<file path="config.mk">
export PLATFORM = sky130hd
export DESIGN_NAME = axil_cmd_master_flat
export DESIGN_NICKNAME = d
export VERILOG_FILES = /design/src/rtl/axil_pkg.sv /design/src/rtl/axil_cmd_master_if.sv /design/src/rtl/axil_strb_cmp.sv /design/src/rtl/axil_cmd_master.sv /design/src/flat_wrapper.sv
export SDC_FILE = /design/constraint.sdc
export NUM_CORES = 1
export LEC_CHECK = 0
export ABC_AREA = 1
export CAP_MARGIN = 20
export CELL_PAD_IN_SITES_DETAIL_PLACEMENT = 0
export CELL_PAD_IN_SITES_GLOBAL_PLACEMENT = 1
export CORE_ASPECT_RATIO = 0.5
export CORE_MARGIN = 1
export CORE_UTILIZATION = 31
export DETAILED_ROUTE_END_ITERATION = 8
export PLACE_DENSITY_LB_ADDON = 0.05
export SLEW_MARGIN = 0
export SYNTH_ARGS = -nofsm -noshare
export SYNTH_HDL_FRONTEND = slang
export SYNTH_HIERARCHICAL = 1
export SYNTH_SLANG_ARGS = --single-unit
</file>
<file path="constraint.sdc">
create_clock -name M_AXI_ACLK -period 4.8 [get_ports M_AXI_ACLK]
set_clock_uncertainty 0.05 [all_clocks]
set_input_delay 0.96 -clock M_AXI_ACLK [delete_from_list [all_inputs] [get_ports M_AXI_ACLK]]
set_output_delay 0.96 -clock M_AXI_ACLK [all_outputs]
set_load 0.02 [all_outputs]
</file>
<file path="src/rtl/axil_pkg.sv">
// Shared AXI4-Lite response codes, command-master state encoding and CPU control-slave byte map.
// Pure declarations: no logic, no latency, no flow control.
package axil_pkg;

   typedef enum logic [1:0] {
      RESP_OKAY   = 2'b00,
      RESP_EXOKAY = 2'b01,
      RESP_SLVERR = 2'b10,
      RESP_DECERR = 2'b11
   } axil_resp_e;

   typedef enum logic [2:0] {
      S_IDLE,
      S_WR_REQ,
      S_WR_RESP,
      S_RD_REQ,
      S_RD_DATA,
      S_VR_REQ,
      S_VR_DATA,
      S_RSP
   } axil_state_e;

   localparam logic [7:0] CPU_CTRL   = 8'h00;
   localparam logic [7:0] CPU_STATUS = 8'h04;
   localparam logic [7:0] CPU_PC     = 8'h08;
   localparam logic [7:0] CPU_REG    = 8'h0C;
   localparam logic [7:0] CPU_INSTR  = 8'h40;
   localparam logic [7:0] CPU_DATA   = 8'h80;

endpackage

</file>
<file path="src/rtl/axil_cmd_master_if.sv">
// AXI4-Lite channel bundle between the command master and a control slave.
// Wires only; VALID/READY handshakes are owned by the endpoints.
interface axil_cmd_master_if #(
   parameter int ADDR_WIDTH = 32
);
   logic                  awvalid;
   logic                  awready;
   logic [ADDR_WIDTH-1:0] awaddr;
   logic [2:0]            awprot;
   logic                  wvalid;
   logic                  wready;
   logic [31:0]           wdata;
   logic [3:0]            wstrb;
   logic                  bvalid;
   logic                  bready;
   logic [1:0]            bresp;
   logic                  arvalid;
   logic                  arready;
   logic [ADDR_WIDTH-1:0] araddr;
   logic [2:0]            arprot;
   logic                  rvalid;
   logic                  rready;
   logic [31:0]           rdata;
   logic [1:0]            rresp;

   modport master (
      output awvalid, awaddr, awprot, wvalid, wdata, wstrb, bready,
             arvalid, araddr, arprot, rready,
      input  awready, wready, bvalid, bresp, arready, rvalid, rdata, rresp
   );

   modport slave (
      input  awvalid, awaddr, awprot, wvalid, wdata, wstrb, bready,
             arvalid, araddr, arprot, rready,
      output awready, wready, bvalid, bresp, arready, rvalid, rdata, rresp
   );
endinterface

</file>
<file path="src/rtl/axil_strb_cmp.sv">
// Byte-masked 32-bit compare: flags any strobed byte that differs between a_dat and b_dat.
// Combinational, zero latency, no flow control.
module axil_strb_cmp (
   input  logic [31:0] a_dat,
   input  logic [31:0] b_dat,
   input  logic [3:0]  strb,
   output logic        mismatch
);
   always_comb begin
      mismatch = 1'b0;
      for (int i = 0; i < 4; i++) begin
         if (strb[i] && (a_dat[8*i +: 8] != b_dat[8*i +: 8])) begin
            mismatch = 1'b1;
         end
      end
   end
endmodule

</file>
<file path="src/rtl/axil_cmd_master.sv">
// Valid/ready command port to single-beat AXI4-Lite read/write, one transaction in flight, one response beat each.
// Min 3 cycles cmd->rsp (more with slave stalls); rsp held until rsp_ready; AXIL_READBACK_EN adds verify read after OKAY writes.
module axil_cmd_master #(
   parameter int ADDR_WIDTH = 32,
   parameter int CNT_WIDTH  = 16
) (
   input  logic                  M_AXI_ACLK,
   input  logic                  M_AXI_ARESET,
   input  logic                  cmd_valid,
   output logic                  cmd_ready,
   input  logic                  cmd_write,
   input  logic [ADDR_WIDTH-1:0] cmd_addr,
   input  logic [31:0]           cmd_wdata,
   input  logic [3:0]            cmd_wstrb,
   output logic                  rsp_valid,
   input  logic                  rsp_ready,
   output logic [31:0]           rsp_rdata,
   output logic [1:0]            rsp_resp,
   output logic                  rsp_mismatch,
   output logic                  busy,
   output logic [CNT_WIDTH-1:0]  txn_count,
   output logic [CNT_WIDTH-1:0]  err_count,
   axil_cmd_master_if.master     m_axi
);
   import axil_pkg::*;

   axil_state_e           state;
   logic                  cmd_ready_q;
   logic [ADDR_WIDTH-1:0] addr_q;
   logic [31:0]           wdata_q;
   logic [3:0]            wstrb_q;
   logic                  awvalid_q, wvalid_q, bready_q, arvalid_q, rready_q;
   logic                  rsp_valid_q;
   logic [31:0]           rsp_rdata_q;
   logic [1:0]            rsp_resp_q;
   logic [CNT_WIDTH-1:0]  txn_q, err_q;
   logic                  aw_done, w_done, rsp_err;

`ifdef AXIL_READBACK_EN
   logic rsp_mismatch_q;
   logic rb_mismatch;

   axil_strb_cmp u_strb_cmp (
      .a_dat    (wdata_q),
      .b_dat    (m_axi.rdata),
      .strb     (wstrb_q),
      .mismatch (rb_mismatch)
   );
   assign rsp_mismatch = rsp_mismatch_q;
`else
   assign rsp_mismatch = 1'b0;
`endif

   // A channel counts as done once its VALID has gone or is being accepted this edge.
   assign aw_done = !awvalid_q || m_axi.awready;
   assign w_done  = !wvalid_q  || m_axi.wready;
   assign rsp_err = (rsp_resp_q != RESP_OKAY) || rsp_mismatch;

   always_ff @(posedge M_AXI_ACLK) begin
      if (M_AXI_ARESET) begin
         state       <= S_IDLE;
         cmd_ready_q <= 1'b0;
         addr_q      <= '0;
         wdata_q     <= '0;
         wstrb_q     <= '0;
         awvalid_q   <= 1'b0;
         wvalid_q    <= 1'b0;
         bready_q    <= 1'b0;
         arvalid_q   <= 1'b0;
         rready_q    <= 1'b0;
         rsp_valid_q <= 1'b0;
         rsp_rdata_q <= '0;
         rsp_resp_q  <= '0;
         txn_q       <= '0;
         err_q       <= '0;
`ifdef AXIL_READBACK_EN
         rsp_mismatch_q <= 1'b0;
`endif
      end else begin
         case (state)
            S_IDLE: begin
               cmd_ready_q <= 1'b1;
               if (cmd_valid && cmd_ready_q) begin
                  cmd_ready_q <= 1'b0;
                  addr_q      <= cmd_addr;
                  wdata_q     <= cmd_wdata;
                  wstrb_q     <= cmd_wstrb;
                  rsp_rdata_q <= '0;
                  rsp_resp_q  <= RESP_OKAY;
`ifdef AXIL_READBACK_EN
                  rsp_mismatch_q <= 1'b0;
`endif
                  if (cmd_write) begin
                     awvalid_q <= 1'b1;
                     wvalid_q  <= 1'b1;
                     state     <= S_WR_REQ;
                  end else begin
                     arvalid_q <= 1'b1;
                     state     <= S_RD_REQ;
                  end
               end
            end
            S_WR_REQ: begin
               if (m_axi.awready) awvalid_q <= 1'b0;
               if (m_axi.wready)  wvalid_q  <= 1'b0;
               if (aw_done && w_done) begin
                  bready_q <= 1'b1;
                  state    <= S_WR_RESP;
               end
            end
            S_WR_RESP: begin
               if (m_axi.bvalid) begin
                  bready_q   <= 1'b0;
                  rsp_resp_q <= m_axi.bresp;
`ifdef AXIL_READBACK_EN
                  if (m_axi.bresp == RESP_OKAY) begin
                     arvalid_q <= 1'b1;
                     state     <= S_VR_REQ;
                  end else begin
                     rsp_valid_q <= 1'b1;
                     state       <= S_RSP;
                  end
`else
                  rsp_valid_q <= 1'b1;
                  state       <= S_RSP;
`endif
               end
            end
            S_RD_REQ: begin
               if (m_axi.arready) begin
                  arvalid_q <= 1'b0;
                  rready_q  <= 1'b1;
                  state     <= S_RD_DATA;
               end
            end
            S_RD_DATA: begin
               if (m_axi.rvalid) begin
                  rready_q    <= 1'b0;
                  rsp_rdata_q <= m_axi.rdata;
                  rsp_resp_q  <= m_axi.rresp;
                  rsp_valid_q <= 1'b1;
                  state       <= S_RSP;
               end
            end
`ifdef AXIL_READBACK_EN
            S_VR_REQ: begin
               if (m_axi.arready) begin
                  arvalid_q <= 1'b0;
                  rready_q  <= 1'b1;
                  state     <= S_VR_DATA;
               end
            end
            S_VR_DATA: begin
               if (m_axi.rvalid) begin
                  rready_q       <= 1'b0;
                  rsp_rdata_q    <= m_axi.rdata;
                  rsp_resp_q     <= m_axi.rresp;
                  rsp_mismatch_q <= rb_mismatch;
                  rsp_valid_q    <= 1'b1;
                  state          <= S_RSP;
               end
            end
`endif
            S_RSP: begin
               if (rsp_ready) begin
                  rsp_valid_q <= 1'b0;
                  cmd_ready_q <= 1'b1;
                  state       <= S_IDLE;
                  if (txn_q != '1) txn_q <= txn_q + 1'b1;
                  if (rsp_err && (err_q != '1)) err_q <= err_q + 1'b1;
               end
            end
            default: state <= S_IDLE;
         endcase
      end
   end

   assign cmd_ready     = cmd_ready_q;
   assign busy          = (state != S_IDLE);
   assign rsp_valid     = rsp_valid_q;
   assign rsp_rdata     = rsp_rdata_q;
   assign rsp_resp      = rsp_resp_q;
   assign txn_count     = txn_q;
   assign err_count     = err_q;

   assign m_axi.awvalid = awvalid_q;
   assign m_axi.awaddr  = addr_q;
   assign m_axi.awprot  = 3'b000;
   assign m_axi.wvalid  = wvalid_q;
   assign m_axi.wdata   = wdata_q;
   assign m_axi.wstrb   = wstrb_q;
   assign m_axi.bready  = bready_q;
   assign m_axi.arvalid = arvalid_q;
   assign m_axi.araddr  = addr_q;
   assign m_axi.arprot  = 3'b000;
   assign m_axi.rready  = rready_q;
endmodule
</file>
<file path="src/flat_wrapper.sv">
// flat-port wrapper written by rule: the top's interface ports become plain ports
module axil_cmd_master_flat import axil_pkg::*;
#(
   parameter int ADDR_WIDTH = 32,
   parameter int CNT_WIDTH  = 16
)
  (M_AXI_ACLK, M_AXI_ARESET, cmd_valid, cmd_ready, cmd_write, cmd_addr, cmd_wdata, cmd_wstrb, rsp_valid, rsp_ready, rsp_rdata, rsp_resp, rsp_mismatch, busy, txn_count, err_count, m_axi_awvalid, m_axi_awaddr, m_axi_awprot, m_axi_wvalid, m_axi_wdata, m_axi_wstrb, m_axi_bready, m_axi_arvalid, m_axi_araddr, m_axi_arprot, m_axi_rready, m_axi_awready, m_axi_wready, m_axi_bvalid, m_axi_bresp, m_axi_arready, m_axi_rvalid, m_axi_rdata, m_axi_rresp);
  axil_cmd_master_if #(.ADDR_WIDTH(ADDR_WIDTH)) m_axi_i ();
  input  logic M_AXI_ACLK;
  input  logic M_AXI_ARESET;
  input  logic cmd_valid;
  output logic cmd_ready;
  input  logic cmd_write;
  input  logic [ADDR_WIDTH-1:0] cmd_addr;
  input  logic [31:0] cmd_wdata;
  input  logic [3:0] cmd_wstrb;
  output logic rsp_valid;
  input  logic rsp_ready;
  output logic [31:0] rsp_rdata;
  output logic [1:0] rsp_resp;
  output logic rsp_mismatch;
  output logic busy;
  output logic [CNT_WIDTH-1:0] txn_count;
  output logic [CNT_WIDTH-1:0] err_count;
  output wire logic [$bits(m_axi_i.awvalid)-1:0] m_axi_awvalid;
  output wire logic [$bits(m_axi_i.awaddr)-1:0] m_axi_awaddr;
  output wire logic [$bits(m_axi_i.awprot)-1:0] m_axi_awprot;
  output wire logic [$bits(m_axi_i.wvalid)-1:0] m_axi_wvalid;
  output wire logic [$bits(m_axi_i.wdata)-1:0] m_axi_wdata;
  output wire logic [$bits(m_axi_i.wstrb)-1:0] m_axi_wstrb;
  output wire logic [$bits(m_axi_i.bready)-1:0] m_axi_bready;
  output wire logic [$bits(m_axi_i.arvalid)-1:0] m_axi_arvalid;
  output wire logic [$bits(m_axi_i.araddr)-1:0] m_axi_araddr;
  output wire logic [$bits(m_axi_i.arprot)-1:0] m_axi_arprot;
  output wire logic [$bits(m_axi_i.rready)-1:0] m_axi_rready;
  input wire logic [$bits(m_axi_i.awready)-1:0] m_axi_awready;
  input wire logic [$bits(m_axi_i.wready)-1:0] m_axi_wready;
  input wire logic [$bits(m_axi_i.bvalid)-1:0] m_axi_bvalid;
  input wire logic [$bits(m_axi_i.bresp)-1:0] m_axi_bresp;
  input wire logic [$bits(m_axi_i.arready)-1:0] m_axi_arready;
  input wire logic [$bits(m_axi_i.rvalid)-1:0] m_axi_rvalid;
  input wire logic [$bits(m_axi_i.rdata)-1:0] m_axi_rdata;
  input wire logic [$bits(m_axi_i.rresp)-1:0] m_axi_rresp;
  assign m_axi_awvalid = m_axi_i.awvalid;
  assign m_axi_awaddr = m_axi_i.awaddr;
  assign m_axi_awprot = m_axi_i.awprot;
  assign m_axi_wvalid = m_axi_i.wvalid;
  assign m_axi_wdata = m_axi_i.wdata;
  assign m_axi_wstrb = m_axi_i.wstrb;
  assign m_axi_bready = m_axi_i.bready;
  assign m_axi_arvalid = m_axi_i.arvalid;
  assign m_axi_araddr = m_axi_i.araddr;
  assign m_axi_arprot = m_axi_i.arprot;
  assign m_axi_rready = m_axi_i.rready;
  assign m_axi_i.awready = m_axi_awready;
  assign m_axi_i.wready = m_axi_wready;
  assign m_axi_i.bvalid = m_axi_bvalid;
  assign m_axi_i.bresp = m_axi_bresp;
  assign m_axi_i.arready = m_axi_arready;
  assign m_axi_i.rvalid = m_axi_rvalid;
  assign m_axi_i.rdata = m_axi_rdata;
  assign m_axi_i.rresp = m_axi_rresp;
  axil_cmd_master #(.ADDR_WIDTH(ADDR_WIDTH), .CNT_WIDTH(CNT_WIDTH)) u_core (.M_AXI_ACLK(M_AXI_ACLK), .M_AXI_ARESET(M_AXI_ARESET), .cmd_valid(cmd_valid), .cmd_ready(cmd_ready), .cmd_write(cmd_write), .cmd_addr(cmd_addr), .cmd_wdata(cmd_wdata), .cmd_wstrb(cmd_wstrb), .rsp_valid(rsp_valid), .rsp_ready(rsp_ready), .rsp_rdata(rsp_rdata), .rsp_resp(rsp_resp), .rsp_mismatch(rsp_mismatch), .busy(busy), .txn_count(txn_count), .err_count(err_count), .m_axi(m_axi_i));
endmodule
</file>
==> impl_results.md <==
* Antenna cells at 0
* DRT iter0 DRCs at 344
* Dpl cells at 1380
* Grt ovf at 0
* Synth area leader: dfxtp_1
* Ports at 295
* Clock Tree Root: clkbuf_16
* Final setup viols at 0
* Reg clk slew, reported paths at 60 ps
* Netlist cell types at 28
* Nets at 1249
* GRT Total Usage at 0.1973
* Crit-path cells: nor2_4 > nand2_1 > clkdlybuf4s50_1
* Ys Warns at 6
* Vias per Instance at 4.502
* Max clock buf depth at 2
* Top delay family on crit path: buffers and inverters
* Number of setup buffers added after CTS at 0
* Initial antenna violation count at 1
* Slew Viols, Final at 0
* Worst hold path type: reg2reg
* Aggregate routed wire length at 21.09 mm
* Die footprint at 21300 µm²
* CTS tree: built
* Final core utilization at 0.4917
* Worst Tran Pin Value at 1090 ps
* Placeable Area at 19860 µm²
* PwrDens at 399.0 nW/µm²
* Buf/Inv on CP at 1
* Post_cts resized at 0
* Share of the yosys chip area belonging to registers at 0.4495
* Largest net degree at the start of global routing at 101
* Multi-input logic area at 2861 µm²
* First-pass DRT Iterations at 5
* Via count at 6357
* Initial core utilization at 0.3229
* Post-CTS Hold Buffers at 0
* Max-Cap Viols at 0
* Synthesized area per cell at 7.110 µm²
* RSZ-0062 raised after global routing: false
* Post-route clock period utilization at 0.5661
* Die Span X at 205.4 µm
* Post-synthesis cell area at 6414 µm²
* Max frequency at 368.0 MHz
* Max-slew headroom at 0.2732
* Critical Path Slowest Stage Cell: clkdlybuf4s50_1
* Maximum VDD drop at 0.2116 mV
* Cell count after synthesis at 902
* First-pass GRT wire length at 33.02 mm
* CP Capture Type: output pin
* DRC Markers at 0
* FILL cells at 2003
* TritonCTS Buffers at 17
* Leak Pwr at 3.430 nW
* CP peak stage delay at 610 ps
* Predominant post-synthesis flop cell: dfxtp_1
* CP Class: reg2out
* CP startpoint kind: register
* Area Overhead vs Synth at 52.30%
* Synth area leaders: dfxtp_1 (45%), nand2_1 (18%), a21oi_1 (10%), nand3_1 (4.8%), buf_4 (4.8%)
* Clk sinks at 144
* Register bit total from synthesis at 144
* Hpwl dp at 14.70 mm
* Tmin final at 2717 ps
* Status: finished clean
* # rows at 36
* GP Congestion at 0.8156
* Chip Height at 103.7 µm
* Final Hold Vio Count at 0
* Vias in the first global route at 5965
* Asr flop ratio synth at 0
* Clk Latency, worst-skew pair at 410 ps
* Fin cells at 1412
* Worst Path Max Fanout at 8
* DR WL/cell at 14.93 µm
* Share of cells above drive strength 1 at 0.05410
* Worst Path Arrival at 1710 ps
* Place WS at 1729 ps
* Buffers on Ports at 287
* Req. time, crit path at 3790 ps
* Area share of the largest cell type after synthesis at 0.4495
* Sequential cell area at 2883 µm²
* Number of flops mapped to enable cells by yosys at 0
* H-tree levels at 4
* Setup_tns at 0 ps
* Setup WS post-layout at 2083 ps
* Detail Route Antenna Nets at 0
[Yosys cell counts, types with 6 or more instances]
| cell type | number |
|---|---|
| buf_4 | 41 |
| nand3_1 | 62 |
| nand4_1 | 10 |
| nand2_1 | 310 |
| dfxtp_1 | 144 |
| a21oi_1 | 130 |
| nor3_1 | 7 |
| o21ai_0 | 14 |
| clkbuf_1 | 17 |
| nor2_1 | 59 |
| inv_1 | 40 |
| nand2_2 | 6 |
| buf_2 | 20 |
[flip-flops by register name (all words and copies together) (netlist names), 2 cells and up]
register             count
u_core/err_count        16
u_core/m_axi.wstrb       4
u_core/txn_count        16
u_core/m_axi.araddr     32
u_core/rsp_resp          2
u_core/m_axi.wdata      32
u_core/rsp_rdata        32
u_core/state             3
[routing by layer]
layer	share of wire	up-vias	global-route usage	wire length (µm)
li1	-	3309	-	-
met1	0.45	2891	0.2518	9588
met2	0.49	138	0.3347	10320
met3	0.045	17	0.04563	949
met4	0.010	2	0.04656	219
met5	0.00062	-	0	13
[worst register-to-register path, cell delays in order, from the launching register on]
cell and delay, ps:
dfxtp_1 400, nor2_4 170, nand2_1 120, inv_2 120
nand2_2 420, inv_2 650, nand2_1 130, a21oi_1 190
[where the power goes]
group,total (mW),switching (mW),internal (mW)
sequential,1.40,0.0833,1.32
clock,1.41,0.539,0.868
combinational,1.09,0.622,0.467
[layout make-up]
| cell class | count | area share |
|---|---|---|
| Clock buffer | 22 | 0.04855 |
| Clock inverter | 10 | 0.01524 |
| Inverter | 46 | 0.01793 |
| Multi-Input combinational cell | 634 | 0.2929 |
| Sequential cell | 144 | 0.2951 |
| Tap cell | 266 | 0.03407 |
| Timing Repair Buffer | 290 | 0.2961 |
[logic make-up (layout without fill, tap and decap cells)]
group / after synthesis / after routing / synth area share
XOR/XNOR: 10 / 10 / 0.01366
AND/OR/NAND/NOR: 467 / 467 / 0.3039
AO/OA/AOI/OAI: 148 / 148 / 0.1194
other: 1 / 7 / 0.0005847
adder cells (fa/ha/maj): 2 / 2 / 0.003901
flip-flops: 144 / 144 / 0.4495
buffers and inverters: 130 / 368 / 0.1091
[path summary, 6_finish.rpt]
path,from,to,slack (ps),depth (start not counted)
worst min register to register,u_core/m_axi.wdata[30],u_core/m_axi.wdata[30],410,2
worst max-delay path,u_core/state[1],busy,2080,3
worst max register to register,u_core/state[1],u_core/rsp_rdata[24],2480,7
worst min-delay path,u_core/m_axi.wdata[30],u_core/m_axi.wdata[30],410,2
[placed cells by master, fill, tap and decap left out, drive strengths merged]
cell type and instances:
nand2 319, nor3 7, xnor2 5, clkinv 2, bufinv 3, nand4 10, clkdlybuf4s50 286, nand3 62
nand3b 2, a21oi 132, inv 49, clkinvlp 2, conb 7, clkbuf 22, ha 2, nor2 67
buf 4, o221a 1, xor2 5, dfxtp 144, o21ai 15
[metrics by stage]
step | hold slack, ps | area (µm²) | power, mW
5_1_grt | 430.8 | 9768 | 4.118
6_report | 414.4 | 9768 | 3.897
3_3_place_gp | 401.6 | 9145 | 2.525
3_5_place_dp | 408.1 | 9145 | 2.529
2_1_floorplan | 485.6 | 6436 | 2.080
4_1_cts | 417.6 | 9768 | 3.956
(Power assumes the default switching activity.)
